==> src/rtl/count_event_tracker.sv <==
// rtl/count_event_tracker.sv - classifies changes of a monitored counter into WRAP/JUMP/MATCH events queued in a small FIFO
module count_event_tracker #(
   parameter int WIDTH  = 4,
   parameter int DEPTH  = 4,
   parameter int WRAP_W = 8
) (
   input  logic              clk,
   input  logic              rst,
   input  logic [WIDTH-1:0]  count,
   input  logic [WIDTH-1:0]  cmp,
   input  logic              cmp_en,
   output logic              evt_valid,
   input  logic              evt_ready,
   output logic [1:0]        evt_code,
   output logic [WIDTH-1:0]  evt_value,
   output logic [WRAP_W-1:0] wrap_cnt,
   output logic              overflow
);

   localparam int AW = $clog2(DEPTH);

   localparam logic [1:0] CODE_NONE  = 2'b00;
   localparam logic [1:0] CODE_WRAP  = 2'b01;
   localparam logic [1:0] CODE_JUMP  = 2'b10;
   localparam logic [1:0] CODE_MATCH = 2'b11;

   localparam logic [WIDTH-1:0]  COUNT_MAX = '1;
   localparam logic [WRAP_W-1:0] WRAP_MAX  = '1;

   // Previous sample of the monitored counter
   logic [WIDTH-1:0] prev;
   logic             prev_vld;
   logic [WIDTH-1:0] prev_inc;

   // Event FIFO storage; pointers carry an extra bit to tell full from empty
   logic [1:0]       mem_code  [DEPTH];
   logic [WIDTH-1:0] mem_value [DEPTH];
   logic [AW:0]      wr_ptr;
   logic [AW:0]      rd_ptr;

   logic [1:0]       evt_new;
   logic             fifo_empty;
   logic             fifo_full;
   logic             do_pop;
   logic             do_push;
   logic             do_drop;

   assign prev_inc = prev + WIDTH'(1);

   // Classify the current sample against the previous one, WRAP > JUMP > MATCH
   always_comb begin
      evt_new = CODE_NONE;
      if (prev_vld) begin
         if (prev == COUNT_MAX && count == '0) begin
            evt_new = CODE_WRAP;
         end else if (count != prev && count != prev_inc) begin
            evt_new = CODE_JUMP;
         end else if (cmp_en && count == cmp && count != prev) begin
            evt_new = CODE_MATCH;
         end
      end
   end

   assign fifo_empty = (wr_ptr == rd_ptr);
   assign fifo_full  = (wr_ptr[AW] != rd_ptr[AW]) && (wr_ptr[AW-1:0] == rd_ptr[AW-1:0]);

   // A pop in the same cycle frees the slot, so a full FIFO still accepts the push
   assign do_pop  = !fifo_empty && evt_ready;
   assign do_push = (evt_new != CODE_NONE) && (!fifo_full || do_pop);
   assign do_drop = (evt_new != CODE_NONE) && fifo_full && !do_pop;

   // Head is read straight from storage; forced to zero while empty so reset shows zeros
   assign evt_valid = !fifo_empty;
   assign evt_code  = evt_valid ? mem_code[rd_ptr[AW-1:0]]  : '0;
   assign evt_value = evt_valid ? mem_value[rd_ptr[AW-1:0]] : '0;

   // Track the last sample; the first edge after reset only primes it
   always_ff @(posedge clk or negedge rst) begin
      if (!rst) begin
         prev     <= '0;
         prev_vld <= 1'b0;
      end else begin
         prev     <= count;
         prev_vld <= 1'b1;
      end
   end

   // Advance FIFO pointers on accepted pushes and pops
   always_ff @(posedge clk or negedge rst) begin
      if (!rst) begin
         wr_ptr <= '0;
         rd_ptr <= '0;
      end else begin
         if (do_push) begin
            wr_ptr <= wr_ptr + (AW+1)'(1);
         end
         if (do_pop) begin
            rd_ptr <= rd_ptr + (AW+1)'(1);
         end
      end
   end

   // Write the event record at the tail; contents are qualified by the pointers
   always_ff @(posedge clk) begin
      if (do_push) begin
         mem_code[wr_ptr[AW-1:0]]  <= evt_new;
         mem_value[wr_ptr[AW-1:0]] <= count;
      end
   end

   // Saturating wrap counter (counts dropped wraps too) and sticky drop flag
   always_ff @(posedge clk or negedge rst) begin
      if (!rst) begin
         wrap_cnt <= '0;
         overflow <= 1'b0;
      end else begin
         if (evt_new == CODE_WRAP && wrap_cnt != WRAP_MAX) begin
            wrap_cnt <= wrap_cnt + WRAP_W'(1);
         end
         if (do_drop) begin
            overflow <= 1'b1;
         end
      end
   end

endmodule

==> config.mk <==
export PLATFORM = sky130hd
export DESIGN_NAME = count_event_tracker
export DESIGN_NICKNAME = d
export VERILOG_FILES = /design/src/rtl/count_event_tracker.sv
export SDC_FILE = /design/constraint.sdc
export NUM_CORES = 1
export LEC_CHECK = 0
export ABC_CLOCK_PERIOD_IN_PS = 2000
export CORE_ASPECT_RATIO = 0.9
export CORE_MARGIN = 3
export CORE_UTILIZATION = 49
export CTS_CLUSTER_DIAMETER = 30
export DETAILED_ROUTE_END_ITERATION = 10
export PLACE_DENSITY = 0.77
export SLEW_MARGIN = 25
export SYNTH_ARGS = -nofsm -noshare
export SYNTH_HDL_FRONTEND = slang
export SYNTH_SLANG_ARGS = --single-unit
==> constraint.sdc <==
create_clock -name clk -period 2 [get_ports clk]
set_input_delay 0.3 -clock clk [delete_from_list [all_inputs] [get_ports clk]]
set_output_delay 0.3 -clock clk [all_outputs]
set_load 0.1 [all_outputs]
## Yosys cells after proc, flatten, opt, wreduce, memory -nomap -nowiden

Memories as Yosys holds them, arrays and structs flattened.
Index checks and enable logic that the tools add are counted.

- Register bits after elaboration: 20
- RAM bits: 24
- Memories: 2

- $add $sub $neg: 4
- Equality and inequality tests: 9
- Mux-type cells: 8
- Reductions and logical operators: 16

Memories:

| memory | words | bits a word | rd ports | clocked after memory_dff | wr ports | line | RTL |
|---|---|---|---|---|---|---|---|
| mem_value | 4 | 4 | 1 | 0 | 1 | 37 | `logic [WIDTH-1:0] mem_value [DEPTH];` |
| mem_code | 4 | 2 | 1 | 0 | 1 | 36 | `logic [1:0] mem_code [DEPTH];` |

Operator list:

| kind | count |
|---|---|
| logical AND 1 bit | 10 |
| two-way mux 2 bit | 5 |
| adder 8 x 1 -> 8 bit (second input constant) | 1 |
| != test 4 bit | 2 |
| != test 8 bit (second input constant) | 1 |
| adder 3 x 1 -> 3 bit (second input constant) | 2 |
| adder 4 x 1 -> 4 bit (second input constant) | 1 |
| == test 4 bit | 1 |
| == test 4 bit (second input constant) | 1 |
| logical NOT 4 bit | 1 |
| two-way mux 4 bit | 1 |
| == test 3 bit | 1 |
| logical NOT 1 bit | 3 |
| == test 2 x 1 -> 1 bit (second input constant) | 1 |
| == test 2 bit | 1 |
| two-way mux 1 bit | 2 |
| nonzero test 2 bit | 1 |
| logical OR 1 bit | 1 |
| != test 1 bit | 1 |

## Logic depth before layout (Yosys ltp)

Gate-level depths: netlist of the first run.

- Depth after elaboration: 11
- Depth in mapped cells: 6

## Worst setup path before layout of the first run

Ideal clock, no wire load.

- Kind: register to output
- Start point: reg rd_ptr[0]
- End point: out evt_code[0]
- Data arrival time: 2.401 ns
- Required time: 1.700 ns
- Slack: -0.701 ns
- Cell stages (with the launch flop): 6
- Path buffers: 1
- Path through: dfrtp_1 > buf_4 > xor2_1 > nor2_1 > nand2_1 > and2_1

- Longest elaborated chain between the ends: 2
- Elaborated cells between the ends (all ways): 3
- Those cells by class: eq/ne (1); mux (1); memory (1)

Ends and longest elaborated chain:

| what | line | RTL |
|---|---|---|
| start, declared | 39 | `logic [AW:0] rd_ptr;` |
| start signal, assigned | 98 | `rd_ptr <= rd_ptr + (AW+1)'(1);` |
| memory (4 x 2 bit) or == test 3 bit (tied branches) | - |  |
| two-way mux 2 bit * | 74 | `assign evt_code = evt_valid ? mem_code[rd_ptr[AW-1:0]] : '0;` |
| end, declared | 14 | `output logic [1:0] evt_code,` |

Every way passes the cells marked *; elsewhere a longest branch is shown, timed or not.

## Final worst setup path of the first run

- Start point: reg prev[0]
- End point: reg wr_ptr[1]

- Longest elaborated chain between the ends: 8
- Elaborated cells between the ends (all ways): 13
- Those cells by class: add/sub (1); eq/ne (3); mux (4); reduce/logical (5)

Ends and longest elaborated chain:

| what | line | RTL |
|---|---|---|
| start, declared | 31 | `logic [WIDTH-1:0] prev;` |
| start signal, assigned | 83 | `prev <= count;` |
| adder 4 x 1 -> 4 bit or != test 4 bit (tied branches) | 48, 56, 58 |  |
| != test 4 bit or logical AND 1 bit (tied branches) | 56, 58 |  |
| logical AND 1 bit or two-way mux 2 bit (tied branches) | 56, 58 |  |
| two-way mux 2 bit | 56 | `end else if (count != prev && count != prev_inc) begin` |
| two-way mux 2 bit * | 54 | `if (prev == COUNT_MAX && count == '0) begin` |
| two-way mux 2 bit * | 53 | `if (prev_vld) begin` |
| nonzero test 2 bit * | 69 | `assign do_push = (evt_new != CODE_NONE) && (!fifo_full \|\| do_pop);` |
| logical AND 1 bit * | 69 |  |
| end signal, assigned | 95 | `wr_ptr <= wr_ptr + (AW+1)'(1);` |
| end, declared | 38 | `logic [AW:0] wr_ptr;` |

Marked as above.
A chain may end at the register's enable or synchronous reset.

==> out/qor.txt, run 1 <==
Max Slew Vio Count -> 0
Startpoint Class -> flip-flop
Switching Fraction -> 44.9%
Diode count -> 0
Yosys top cell by area -> edfxtp_1
Power Density -> 1680 nW/um2
# IOs -> 28
Max_cap viols -> 0
Cts bufs inserted -> 5
Footprint of the multi-input gates -> 920 um2
# hold bufs at CTS -> 0
Hpwl dp -> 2800 um
CTS tree -> built
First-pass GRT wire length -> 6300 um
Number of synthesized flops with an enable pin -> 24
Syn_area_per_cell -> 15.4 um2
H-Tree Depth -> 2
Routed via count -> 1262
Clock transition at the registers of the reported paths -> 80 ps
FP Rows -> 21
WS Path Type -> flip-flop to flip-flop
Worst Hold Class -> input port to flip-flop
Mapped Area -> 2050 um2
Async SR Flop Fraction -> 45.5%
Clock Skew -> 6.50 ps
Tmin final -> 1990 ps
Syn Inst Count -> 133
Clock Path Buffers -> 2
Comb pwr share -> 62.3%
CP arrival -> 2170 ps
GRT Total Usage -> 17.4%
Clock network power share -> 11.3%
Ys flop type -> edfxtp_1
Hold Fails Final Rpt -> 0
Number of port buffers -> 27
Worst-skew pair later-pin latency -> 300 ps
Fillers -> 237
Sw power -> 2.14 mW
Chip Height -> 67.4 um
Tot Pwr -> 4.76 mW
Fin area -> 2830 um2
Utilization after layout -> 73.2%
Main area contributors after synthesis -> edfxtp_1, dfrtp_1, mux4_2, xnor2_1, ha_1
GP Congestion -> 0.914
Yosys Warn Count -> 0
First-pass detailed-route iteration total -> 4
P&R area growth vs syn -> 37.8%
Fin crit share -> 99.3%
Initial antenna violation count -> 0
Critical Path Fanout Max -> 4
Share of layout cells above drive strength 1 -> 45.3%
Initial Util -> 53.1%
WL final -> 3850 um
Peak Freq -> 0.503 GHz
Top-area cell type share of the netlist area -> 35.1%
Placed cells -> 223
Clk root buf -> clkbuf_8
Routed wire per std cell -> 16.2 um
Number of global-route vias before repair -> 1282
Final setup viols -> 0
Area after DPL -> 2580 um2
Die area -> 5000 um2
Drt drc -> 0
Final ANT Viol Nets -> 0
1st-iter DRT viols -> 74
Avg Vias per Cell -> 5.30
Synth Net Count -> 152
Die X -> 74.2 um
Post-synthesis sequential area ratio -> 59.5%
Crit end category -> flip-flop
Largest net degree at the start of global routing -> 21
Sequential cell area -> 1230 um2
FF+latch count, synth -> 44
P_leak -> 1.16 nW
Clock sinks -> 44
Outcome -> finished clean
RSZ-0062 raised after global routing -> yes
Part of the power in registers -> 26.4%
Final net count -> 210
Core Box Area -> 3860 um2
Worst vdd ir -> 1410 uV
Synth cell types -> 35
Non-Filler Instances -> 238
Critical Path RT -> 2180 ps
Int Pwr -> 2.62 mW
GRT overflow -> 0
==> what timing repair did <==
action / in CTS / in global routing
setup buffers: 4 / 3
pin swaps: 3 / 3
resized for setup: 15 / 12
endpoints found under the setup margin: 25 / 38
endpoints found under the hold margin: 0 / 0
==> power by group through the flow <==
stage	logic [mW]	clock network, mW	registers (mW)
after floorplan	1.75	0	1.32
after global placement	2.70	0	1.26
after detailed placement	2.75	0	1.27
after CTS	2.93	0.549	1.25
after global routing	3.10	0.587	1.27
final	2.96	0.539	1.25
==> cell usage in the layout, fill, tap and decap left out, types with 2 or more instances in the layout <==
cell              n
buf_4            32
edfxtp_1         24
dfrtp_1          16
xnor2_1          13
and2_4            8
buf_12            8
xor2_1            7
clkdlybuf4s50_1   7
mux4_2            6
nand4_1           6
ha_1              6
clkbuf_8          5
xor2_2            4
dfrtp_2           4
nor2_1            3
nand2_1           3
dlygate4sd2_1     3
inv_1             2
nand3_1           2
a21oi_1           2
and3_1            2
mux2_2            2
buf_6             2
==> cells in the mapped netlist, types with 3 or more instances <==
master and instances:
xnor2_1 14, nand2_1 4, mux4_2 6, edfxtp_1 24, and2_1 7, xor2_1 10, nor2_1 3, nand4_1 6
dfrtp_1 20, ha_1 7
==> cell type report <==
class,count,area share (%)
Sequential cell,44,43.4
Multi-Input combinational cell,85,32.5
Timing Repair Buffer,53,18.8
Clock buffer,6,2.57
Tap cell,46,2.04
Clock inverter,2,0.442
Inverter,2,0.265
==> registers in the layout (all words and copies together), names as in the netlist <==
| name | flops |
|---|---|
| prev_vld | 1 |
| wr_ptr | 3 |
| mem_value | 16 |
| prev | 4 |
| overflow | 1 |
| mem_code | 8 |
| wrap_cnt | 8 |
| rd_ptr | 3 |
==> worst max-delay path: stages (launching register included) <==
cell	delay [ps]
dfrtp_1	450
ha_4	160
and4bb_1	210
and3_4	200
a41oi_4	40
a211oi_4	350
buf_4	180
mux2_4	290
==> cells by family (layout without fill, tap and decap cells) <==
group,count (synthesis),in the layout,share of synthesized area (%)
AOI/OAI and AO/OA,8,8,4.45
xor gates and xnor gates,25,25,11.0
adders and majority gates,7,7,4.27
buffers and inverters,4,63,0.976
DFF,44,44,59.5
muxes,9,9,8.41
other,1,1,0.183
and+or+nand+nor,35,35,11.2
==> routing by layer <==
layer / vias up / track usage [%] / wire [um]
met3: 12 / 5.51 / 152
met1: 622 / 22.6 / 1620
met2: 28 / 28.4 / 1950
met4: 0 / 4.44 / 129
met5: - / 0 / 0
li1: 600 / - / -
==> through the flow <==
| step | TNS, ps | hold slack, ps | setup slack [ps] |
|---|---|---|---|
| floorplan | -757 | 4.41 | -126 |
| global placement | -9200 | 448 | -307 |
| detailed placement | -11140 | 459 | -354 |
| CTS | 0 | 371 | 8.29 |
| global route | -575 | 310 | -52.7 |
| finish | 0 | 311 | 13.9 |
==> worst paths after layout <==
check	from	endpoint	slack (ps)	cells after the start
setup / recovery	prev[0]$_DFF_PN0_	wr_ptr[1]$_DFFE_PN0P_	10	7
hold / removal	count[1]	prev[1]$_DFF_PN0_	310	1
setup reg to reg	prev[0]$_DFF_PN0_	wr_ptr[1]$_DFFE_PN0P_	10	7
hold reg to reg	overflow$_DFFE_PN0P_	overflow$_DFFE_PN0P_	470	1
max in group asynchronous	rst	wrap_cnt[0]$_DFFE_PN0P_	1410	2
min in group asynchronous	rst	wr_ptr[2]$_DFFE_PN0P_	350	2
Power figures use the tool's default switching activity.
==> run 2: changes to the inputs <==
--- a/config.mk
+++ b/config.mk
@@ -6,8 +6,9 @@
 export NUM_CORES = 1
 export LEC_CHECK = 0
 export ABC_CLOCK_PERIOD_IN_PS = 2000
+export CAP_MARGIN = 20
 export CORE_ASPECT_RATIO = 0.9
-export CORE_MARGIN = 3
+export CORE_MARGIN = 1.5
 export CORE_UTILIZATION = 49
 export CTS_CLUSTER_DIAMETER = 30
 export DETAILED_ROUTE_END_ITERATION = 10
==> run 2 against run 1 <==
  * Combinational power grew 3%
  * Setup slack better by 27 ps
  * Wire length is 2.4% higher
  * Sequential cell count did not move
  * Die area down 8.3%
==> out/qor.txt, run 2 (synthesized netlist as in run 1, its figures left out) <==
GRT overflow -> 0
Clk root buf -> clkbuf_8
CP arrival -> 2150 ps
CTS tree -> built
1st-iter DRT viols -> 81
Max stage delay on crit path -> 440 ps
Hold Fails Final Rpt -> 0
Outcome -> finished clean
Initial Util -> 50.7%
Drt drc -> 0
Reg2reg path depth -> 7
Slowest CP cell -> dfrtp_1
Chip Height -> 64.4 um
Most common cell after layout, fill and taps aside -> buf_4
Setup TNS -> 0 ps
Final net count -> 213
First-pass GRT wire length -> 6420 um
Fin crit share -> 98.0%
Die X -> 71.2 um
Worst-skew pair later-pin latency -> 300 ps
P&R area growth vs syn -> 41.2%
Peak Freq -> 0.510 GHz
GP Congestion -> 0.767
Fin area -> 2900 um2
Critical Path RT -> 2190 ps
WS Path Type -> flip-flop to flip-flop
Crit end category -> flip-flop
Hpwl dp -> 2760 um
Die area -> 4590 um2
Crit-path cells -> ha_4 -> and4bb_1 -> and3_4 -> a41oi_4 -> a211oi_4 -> buf_6 -> mux2_4
Power Density -> 1680 nW/um2
Utilization after layout -> 71.6%
Footprint of the multi-input gates -> 957 um2
First-pass detailed-route iteration total -> 4
Worst vdd ir -> 1190 uV
Tmin final -> 1960 ps
Placed cells -> 227
Clock Path Buffers -> 2
Avg Vias per Cell -> 5.27
Fillers -> 250
P_leak -> 1.18 nW
Cts bufs inserted -> 5
RR Endpoint -> wr_ptr[1]$_DFFE_PN0P_
Core Box Area -> 4050 um2
Critical Path Fanout Max -> 4
Routed via count -> 1281
Share of layout cells above drive strength 1 -> 50.3%
FP Rows -> 22
Commonest non-fill, non-tap cells in the layout -> buf_4, edfxtp_1, dfrtp_1
Clock Skew -> 3.68 ps
Routed wire per std cell -> 16.2 um
Area after DPL -> 2590 um2
Max_cap viols -> 0
Max Slew Vio Count -> 0
Tot Pwr -> 4.88 mW
Largest net degree at the start of global routing -> 21
R2r startpoint -> prev[1]$_DFF_PN0_
Clock sinks -> 44
Non-Filler Instances -> 243
Initial antenna violation count -> 0
Diode count -> 0
Clock transition at the registers of the reported paths -> 80 ps
Setup slack, reg-to-reg -> 40 ps
Final setup viols -> 0
# IOs -> 28
Sequential cell area -> 1230 um2
GRT Total Usage -> 18.6%
Worst Hold Class -> input port to async pin
H-Tree Depth -> 2
Number of global-route vias before repair -> 1341
Max FFs per register -> 16
Startpoint Class -> flip-flop
Final ANT Viol Nets -> 0
Number of port buffers -> 27
# hold bufs at CTS -> 0
WL final -> 3940 um
[run 2: worst max-delay path by stage]
| stage | startpoint | end | slack (ps) | cells past startpoint |
|---|---|---|---|---|
| 6_report | prev[1]$_DFF_PN0_ | wr_ptr[1]$_DFFE_PN0P_ | 40 | 7 |
| 5_1_grt | prev[1]$_DFF_PN0_ | mem_value[1][2]$_DFFE_PP_ | -50 | 6 |
| 4_1_cts | rd_ptr[0]$_DFFE_PN0P_ | evt_value[3] | -10 | 4 |
| 3_5_place_dp | count[2] | mem_value[2][2]$_DFFE_PP_ | -400 | 6 |
| 3_3_place_gp | count[2] | mem_value[3][0]$_DFFE_PP_ | -320 | 7 |
| 2_1_floorplan | rd_ptr[0]$_DFFE_PN0P_ | evt_code[0] | -130 | 5 |
[run 2: timing repair]
item	4_1_cts	5_1_grt
endpoints found under the setup margin	36	40
gates cloned	1	0
gates resized for setup	17	22
setup buffers	2	6
pin swaps	3	10
[run 2: metrics by stage]
stage          hold slack [ps]  worst slack [ps]
3_3_place_gp               444              -317
4_1_cts                    365             -11.8
2_1_floorplan             4.41              -126
6_report                   347              40.5
3_5_place_dp               446              -396
5_1_grt                    370             -47.1
[run 2: cell type report]
cell class | count | area share [%]
inverter | 2 | 0.259
sequential | 44 | 42.4
tap | 48 | 2.07
clock buffer | 5 | 2.37
multi-input combinational | 86 | 33.0
timing repair buffer | 55 | 19.3
clock inverter | 3 | 0.648
[run 2: metal layers]
metal	track usage (%)	part of all wire, %	routed length (um)
met3	3.94	4.2	165
met5	0	0	0
met2	29.9	51	2000
met4	7.08	1.4	57
met1	24.9	43	1710
[run 2: critical path: cells and delay by family (launching register included)]
kind | cells | cell delay, ps
AOI/OAI and AO/OA | 2 | 390
adders and majority gates | 1 | 160
buffers and inverters | 1 | 150
DFF | 1 | 440
muxes | 1 | 280
and+or+nand+nor | 2 | 430
[run 2: report_power, final]
part / total (mW) / switching [mW] / leakage (nW) / internal [mW]
combinational: 3.04 / 1.77 / 0.677 / 1.27
clock: 0.552 / 0.308 / 0.0479 / 0.244
sequential: 1.28 / 0.132 / 0.459 / 1.15
total: 4.88 / 2.21 / 1.18 / 2.67
==> run 3: changes to the inputs <==
--- a/config.mk
+++ b/config.mk
@@ -5,7 +5,7 @@
 export SDC_FILE = /design/constraint.sdc
 export NUM_CORES = 1
 export LEC_CHECK = 0
-export ABC_CLOCK_PERIOD_IN_PS = 2000
+export ABC_CLOCK_PERIOD_IN_PS = 1800
 export CAP_MARGIN = 20
 export CORE_ASPECT_RATIO = 0.9
 export CORE_MARGIN = 1.5
==> constraint.sdc (replaced) <==
create_clock -name clk -period 1.8 [get_ports clk]
set_input_delay 0.27 -clock clk [delete_from_list [all_inputs] [get_ports clk]]
set_output_delay 0.27 -clock clk [all_outputs]
set_load 0.1 [all_outputs]
==> run 3 against run 2 <==
  * The flow now finishes with violations (negative setup slack)
  * Non-clock buffer count rose by 11
  * First-iteration DRC count rose by 19%
  * Combinational power rose by 17%
  * Global-route usage rose by 2.4 points
  * Die area did not move
  * Register-to-register slack got worse by 170 ps
  * Clock power rose by 6.2%
  * Utilization rose by 5.7 points
  * Critical path depth did not move
  * Via count rose by 4.3%
  * Largest cell class unchanged
==> out/qor.txt, run 3 (synthesized netlist as in run 1, its figures left out) <==
Startpoint Class -> input port
Core Box Area -> 4050 um2
Tmin final -> 1940 ps
Final worst slack -> -144 ps
CTS tree -> built
Hold Fails Final Rpt -> 0
Routed via count -> 1336
Max FFs per register -> 16
Slowest CP cell -> clkdlybuf4s50_1
Largest net degree at the start of global routing -> 21
CP arrival -> 2130 ps
Worst Hold Class -> input port to async pin
Routed wire per std cell -> 17.5 um
Crit end category -> flip-flop
Max stage delay on crit path -> 520 ps
GP Congestion -> 0.891
Commonest non-fill, non-tap cells in the layout -> buf_4, edfxtp_1, buf_12
1st-iter DRT viols -> 96
Cts bufs inserted -> 5
Delay-heaviest family, CP -> buffers and inverters
GRT overflow -> 0
Die area -> 4590 um2
Placed cells -> 236
GRT Total Usage -> 21.0%
Non-Filler Instances -> 253
First-pass detailed-route iteration total -> 4
H-Tree Depth -> 2
Worst vdd ir -> 1110 uV
Number of port buffers -> 27
Chip Height -> 64.4 um
Critical Path Fanout Max -> 4
# hold bufs at CTS -> 0
WL final -> 4430 um
Drt drc -> 0
Peak Freq -> 0.514 GHz
RSZ-0062 raised after global routing -> yes
Max Slew Vio Count -> 0
WS Path Type -> input port to flip-flop
Max_cap viols -> 0
Avg Vias per Cell -> 5.28
Final net count -> 223
First-pass GRT wire length -> 7140 um
Worst-skew pair later-pin latency -> 290 ps
Tot Pwr -> 5.55 mW
Share of layout cells above drive strength 1 -> 54.6%
Final setup viols -> 35
Initial Util -> 50.7%
# IOs -> 28
Outcome -> complete, but fails checks
Clock Path Buffers -> 2
Die X -> 71.2 um
Initial antenna violation count -> 0
Final hold slack -> 311 ps
Clock Skew -> 8.62 ps
P_leak -> 1.25 nW
Setup TNS -> -3650 ps
Diode count -> 0
FP Rows -> 22
Crit-path cells -> clkdlybuf4s50_1 -> xor2_1 -> nor2_2 -> a41oi_4 -> a211oi_4 -> buf_4 -> mux2_4
Failing checks -> negative setup slack
Clock transition at the registers of the reported paths -> 80 ps
Critical Path RT -> 1980 ps
Bufs and invs on worst path -> 2
Fin crit share -> 108%
Most common cell after layout, fill and taps aside -> buf_4
P&R area growth vs syn -> 52.4%
Power Density -> 1780 nW/um2
Hpwl dp -> 3130 um
Clock sinks -> 44
Number of global-route vias before repair -> 1511
Final ANT Viol Nets -> 0
Clk root buf -> clkbuf_8
## run 3: repair_timing
item | in CTS | in global routing
endpoints found under the setup margin | 40 | 51
gates resized for setup | 18 | 17
setup buffers | 7 | 3
pin swaps | 16 | 4
## run 3: through the flow
| stage | worst slack (ps) | util (%) | instance area, um2 |
|---|---|---|---|
| floorplan | -48.8 | - | 2120 |
| global placement | -470 | 69.8 | 2820 |
| detailed placement | -531 | 69.8 | 2820 |
| CTS | -165 | 74.6 | 3020 |
| global route | -196 | 77.3 | 3130 |
| finish | -144 | 77.3 | 3130 |
## run 3: final cells by class
cell class | count | area (um2)
fillers | 211 | 918
clock buffers | 7 | 76.3
flip-flops and latches | 44 | 1240
clock inverters | 1 | 3.75
repair buffers | 66 | 749
well taps | 48 | 60.1
multi-input cells | 85 | 995
inverters | 2 | 7.51
## run 3: worst paths after layout
kind / startpoint / end / slack, ps / cells after the start
min: rst / prev[1]$_DFF_PN0_ / 310 / 2
min reg2reg: wrap_cnt[4]$_DFFE_PN0P_ / wrap_cnt[4]$_DFFE_PN0P_ / 520 / 1
min in group clk: count[2] / prev[2]$_DFF_PN0_ / 460 / 2
max: count[0] / wr_ptr[1]$_DFFE_PN0P_ / -140 / 7
max reg2reg: prev[1]$_DFF_PN0_ / wr_ptr[1]$_DFFE_PN0P_ / -130 / 7
max in group asynchronous: rst / wrap_cnt[4]$_DFFE_PN0P_ / 1230 / 2
## run 3: metal layers
| metal | vias to the layer above | global-route usage, % | wire [um] |
|---|---|---|---|
| met3 | 10 | 3.94 | 132 |
| li1 | 619 | - | - |
| met4 | 0 | 8.49 | 73 |
| met2 | 35 | 37.4 | 2330 |
| met1 | 672 | 24.9 | 1890 |
| met5 | - | 0 | 0 |
## run 3: power by group
part	switching, mW	internal (mW)
Sequential	0.141	1.28
Clock	0.316	0.270
Combinational	2.03	1.52
